$ cat src/rtl/pc_sequencer.sv
// pc_sequencer: next-PC generator for the 6502 core.
// Produces the value the register file loads into pc on every edge. It covers
// the two-byte reset-vector fetch, sequential increment, absolute jumps and
// relative branches.
// Build option: define PC_BRANCH_PENALTY_EN to get the 6502 page-crossing
// fix-up cycle (BR_FIX). Without it, every taken branch resolves in one cycle.
`timescale 1ns/1ps
module pc_sequencer #(
  parameter logic [15:0] RESET_VECTOR = 16'hFFFC
) (
  input  logic        clk,
  input  logic        rst_n,
  input  logic [15:0] pc_in,
  input  logic [2:0]  cmd,
  input  logic        br_taken,
  input  logic [7:0]  rel_offset,
  input  logic [15:0] jmp_target,
  input  logic [7:0]  vec_data,
  output logic        vec_rd,
  output logic [15:0] vec_addr,
  output logic [15:0] next_pc,
  output logic        stall
);

  localparam logic [2:0]  CMD_INC    = 3'd1;
  localparam logic [2:0]  CMD_BRANCH = 3'd2;
  localparam logic [2:0]  CMD_JUMP   = 3'd3;
  localparam logic [15:0] RV_HI      = RESET_VECTOR + 16'd1;

`ifdef PC_BRANCH_PENALTY_EN
  typedef enum logic [1:0] {RST_LO, RST_HI, RUN, BR_FIX} state_t;
`else
  typedef enum logic [1:0] {RST_LO, RST_HI, RUN} state_t;
`endif

  state_t      r_state;
  logic [7:0]  r_lo_byte;
  logic [15:0] w_target;
`ifdef PC_BRANCH_PENALTY_EN
  logic [15:0] r_fix_pc;
  logic        w_page_cross;
`endif

  // Branch target: pc_in already points past the offset byte; carry-out dropped.
  assign w_target = pc_in + {{8{rel_offset[7]}}, rel_offset};
`ifdef PC_BRANCH_PENALTY_EN
  // A wrap across FFFF/0000 also changes the high byte, so it counts as a cross.
  assign w_page_cross = (w_target[15:8] != pc_in[15:8]);
`endif

  // Sequencer state: vector fetch, then run; optional fix-up after page cross.
  always_ff @(posedge clk or negedge rst_n) begin
    if (!rst_n) begin
      r_state   <= RST_LO;
      r_lo_byte <= 8'h00;
`ifdef PC_BRANCH_PENALTY_EN
      r_fix_pc  <= 16'h0000;
`endif
    end else begin
      case (r_state)
        RST_LO: begin
          r_lo_byte <= vec_data;
          r_state   <= RST_HI;
        end
        RST_HI: r_state <= RUN;
        RUN: begin
          r_state <= RUN;
`ifdef PC_BRANCH_PENALTY_EN
          if (cmd == CMD_BRANCH && br_taken && w_page_cross) begin
            r_fix_pc <= w_target;
            r_state  <= BR_FIX;
          end
`endif
        end
`ifdef PC_BRANCH_PENALTY_EN
        BR_FIX: r_state <= RUN;
`endif
        default: r_state <= RST_LO;
      endcase
    end
  end

  // Output decode: combinational from state, registered bytes and current inputs.
  always_comb begin
    vec_rd   = 1'b0;
    vec_addr = 16'h0000;
    stall    = 1'b0;
    next_pc  = pc_in;
    case (r_state)
      RST_LO: begin
        vec_rd   = 1'b1;
        vec_addr = RESET_VECTOR;
        stall    = 1'b1;
        next_pc  = RESET_VECTOR;
      end
      RST_HI: begin
        vec_rd   = 1'b1;
        vec_addr = RV_HI;
        stall    = 1'b1;
        next_pc  = {vec_data, r_lo_byte};
      end
      RUN: begin
        case (cmd)
          CMD_INC:  next_pc = pc_in + 16'd1;
          CMD_JUMP: next_pc = jmp_target;
          CMD_BRANCH: begin
            if (br_taken) begin
`ifdef PC_BRANCH_PENALTY_EN
              // On a page cross the old high byte is kept for one cycle.
              next_pc = w_page_cross ? {pc_in[15:8], w_target[7:0]} : w_target;
`else
              next_pc = w_target;
`endif
            end
          end
          default: next_pc = pc_in;
        endcase
      end
`ifdef PC_BRANCH_PENALTY_EN
      BR_FIX: begin
        stall   = 1'b1;
        next_pc = r_fix_pc;
      end
`endif
      default: begin
        vec_rd   = 1'b0;
        vec_addr = 16'h0000;
        stall    = 1'b0;
        next_pc  = pc_in;
      end
    endcase
  end

endmodule

$ cat config.mk
export PLATFORM = sky130hd
export DESIGN_NAME = pc_sequencer
export DESIGN_NICKNAME = d
export VERILOG_FILES = /design/src/rtl/pc_sequencer.sv
export SDC_FILE = /design/constraint.sdc
export NUM_CORES = 1
export LEC_CHECK = 0
export ABC_AREA = 1
export BUFFER_PORTS_ARGS = -buffer_cell sky130_fd_sc_hd__buf_2
export CORE_ASPECT_RATIO = 2
export CORE_MARGIN = 3
export CORE_UTILIZATION = 54
export CTS_BUF_LIST = sky130_fd_sc_hd__clkbuf_4 sky130_fd_sc_hd__clkbuf_8
export CTS_CLUSTER_DIAMETER = 60
export DETAILED_ROUTE_END_ITERATION = 10
export GPL_TIMING_DRIVEN = 0
export PLACE_DENSITY = 0.82
export SLEW_MARGIN = 30
export SYNTH_ARGS = -nofsm -noshare
export SYNTH_HDL_FRONTEND = slang
export SYNTH_SLANG_ARGS = --single-unit
$ cat constraint.sdc
create_clock -name clk -period 2.4 [get_ports clk]
set_clock_uncertainty 0.15 [all_clocks]
set_input_delay 0.12 -clock clk [delete_from_list [all_inputs] [get_ports clk]]
set_output_delay 0.12 -clock clk [all_outputs]
set_load 0.005 [all_outputs]
==> metrics.cfg <==
[global_routing]
grt_pass1_vias=3610
gr-total-overflow=0
antenna_found_initial=0
grt_pass1_wl_mm=15.2
grt_start_max_net_pins=17
track_usage_pct=30.4

[cells_and_area]
final_nets=705
final_common_cell=nand2_1
area_growth_pct=21.6
drive_gt1_share_pct=22.3
diodes=0
postLayoutCoreUtil_pct=69.3
final_cell_mix=158 x nand2_1, 93 x inv_1, 90 x buf_2

[synthesis]
seq_area_frac_synth_pct=8.78
syn_area_per_cell_um2=5.33
synth_edf_count=0
async_flop_share_pct=100
yosys.area.top_type_share_pct=20.8
synth_warnings=0
synth_top_flop_cell=dfrtp_1
synthesis.area_mm2=0.00285
synth_cell_types=39
yosys-top-cells-area=nand2_1 21%, inv_1 12%, a21oi_1 9.5%, dfrtp_1 8.8%, ha_1 8.8%
syn-num-nets=610
synth_top_area_cell=nand2_1
ys_seq_elements=10
synthesis.instances=535

[drt]
viasPerCell=5.41
wl_per_cell_um=13.7
vias=3714
routed_wl_mm=9.41
dr.pass1.iters=6
drt_iter0_drc=171
drc_errors=0
postRouteAntennaNets=0

[floorplan]
fp.dieW_um=57.4
start_util_pct=57.0
core-area_mm2=0.00500
fp.dieH_um=109
dieArea_mm2=0.00624
ioPinCount=88
rows=36

[cts]
cts-root-buf=clkbuf_8
postCtsSetupRepairBufs=0
cts_made_buffers=3
clock_tree.buffer_depth=2
tritoncts=built
clk_pin_slew_ns=0.05
insertion_delay_ns=0.23
htree_levels=1
numClockSinks=10

[timing]
slew_headroom_pct=65.2
whs_ns=0.00802
fmax_ghz=0.438
finalCritPeriodShare_pct=95.2
setup_violations=0
maxSlewViolCount=0
hold_viol=0
final.min_clock_period_ns=2.28
worst_pin_slew_ns=0.521

[critical_path]
crit_chain=buf_2 > ha_2 > inv_1 > fa_2 > inv_1 > nand3_2 > nand3_2 > a21oi_1 > or2_2 > nand3_1 > nand2_1 > nand2_1 > nand2_1 > a21oi_2 > buf_2
critPathMaxStageDelay_ns=0.35
worstReg2RegEnd=r_lo_byte[1]$_DFFE_PN0P_
start_kind=primary input
cp_slowest_cell=fa_2
critPathBufInv=4
cp_top_family=simple AND/OR/NAND/NOR gates
cp.arrival_ns=2.01
crit_type=primary input to output port
crit_required_ns=2.13
crit_top_cell=nand2_1
r2r_setup_slack_ns=0.69
r2r_cells=4
startpoint=pc_in[0]
path_max_fanout=5
endpoint_kind=output port
r2r_start=r_state[0]$_DFF_PN0_

[power_and_ir_drop]
leakagePower_nw=2.07
power_per_cell_area_mw_per_mm2=266
max-vdd-ir-drop_v=0.000438

[worst_hold_path]
hold_start=vec_data[6]
hold_end=r_lo_byte[6]$_DFFE_PN0P_
hold_path_class=primary input to flop
min_path_cells=3

[place]
port_buffers=86
dp_hpwl_mm=7.87
gp_congestion=0.977

[run_status]
status=finished clean

[run]
cap_violations=0

==> per-layer routing <==
metal	track usage [%]	routed length [um]
met5	0	0
met4	18.9	543
met3	4.74	520
met2	58.3	5070
met1	28.8	3270
==> area by class of cell <==
cell class	count	area (um^2)
tap	57	71.3
fill	523	1530
inverter	97	364
sequential	10	250
buffer	31	205
timing repair buffer	90	470
multi-input combinational	397	2050
clock buffer	4	55.1
==> logic make-up after synthesis <==
logic type,Yosys count,share of synthesized area [%]
AOI/OAI and AO/OA,94,18.8
xor gates and xnor gates,2,0.615
adders and majority gates,21,9.48
buffers and inverters,128,20.0
DFF,10,8.78
muxes,2,0.790
other,1,0.132
and+or+nand+nor,277,41.4
==> registers in the layout (all words and copies together), names as in the netlist <==
signal,count
r_lo_byte,8
r_state,2
==> timing repair <==
| item | in CTS | in global routing |
|---|---|---|
| gates resized for setup | 1 | 4 |
| endpoints found under the hold margin | 13 | 0 |
| endpoints found under the setup margin | 1 | 2 |
| hold buffers | 4 | 0 |
==> worst min-delay path, stage by stage <==
cell,delay (ns)
buf_2,0.10
inv_1,0.07
a21oi_1,0.06
==> worst max path at each step <==
stage	end	slack, ns	depth (start not counted)
global placement	next_pc[8]	0.06	15
floorplan	next_pc[8]	0.51	13
detailed placement	next_pc[8]	0.001	15
CTS	next_pc[8]	0.02	15
global route	next_pc[8]	-0.02	15
finish	next_pc[8]	0.12	15
==> Yosys cell counts (2+ instances only) <==
master	count
nand2_1	158
inv_1	93
a21oi_1	54
nand3_1	45
nor2_1	42
ha_1	20
buf_4	17
o21ai_0	16
nor3_1	11
dfrtp_1	10
clkbuf_1	6
a211oi_1	5
nand4_1	5
o211ai_1	5
a22oi_1	4
buf_2	4
inv_2	4
nor2_2	4
a21oi_2	3
nand2_2	3
a31oi_1	2
buf_6	2
mux2_2	2
nand3_2	2
o21bai_1	2
or2_2	2
xor2_1	2
==> where the power goes <==
group	switching [W]	total, W	internal, W
sequential	0.00000536	0.000181	0.000176
combinational	0.000328	0.000536	0.000208
clock	0.0000615	0.000205	0.000144
==> through the flow <==
stage | TNS [ns] | instance area, um^2 | std cells | setup slack, ns | total power [W]
2_1_floorplan | 0 | 2850 | 535 | 0.511 | 0.000518
3_5_place_dp | 0 | 3350 | 678 | 0.00132 | 0.000700
4_1_cts | 0 | 3450 | 686 | 0.0240 | 0.000919
5_1_grt | -0.0246 | 3470 | 686 | -0.0246 | 0.00101
6_report | 0 | 3470 | 686 | 0.116 | 0.000922
3_3_place_gp | 0 | 3350 | 678 | 0.0590 | 0.000691
No activity file was read; power rests on OpenSTA's default activity.
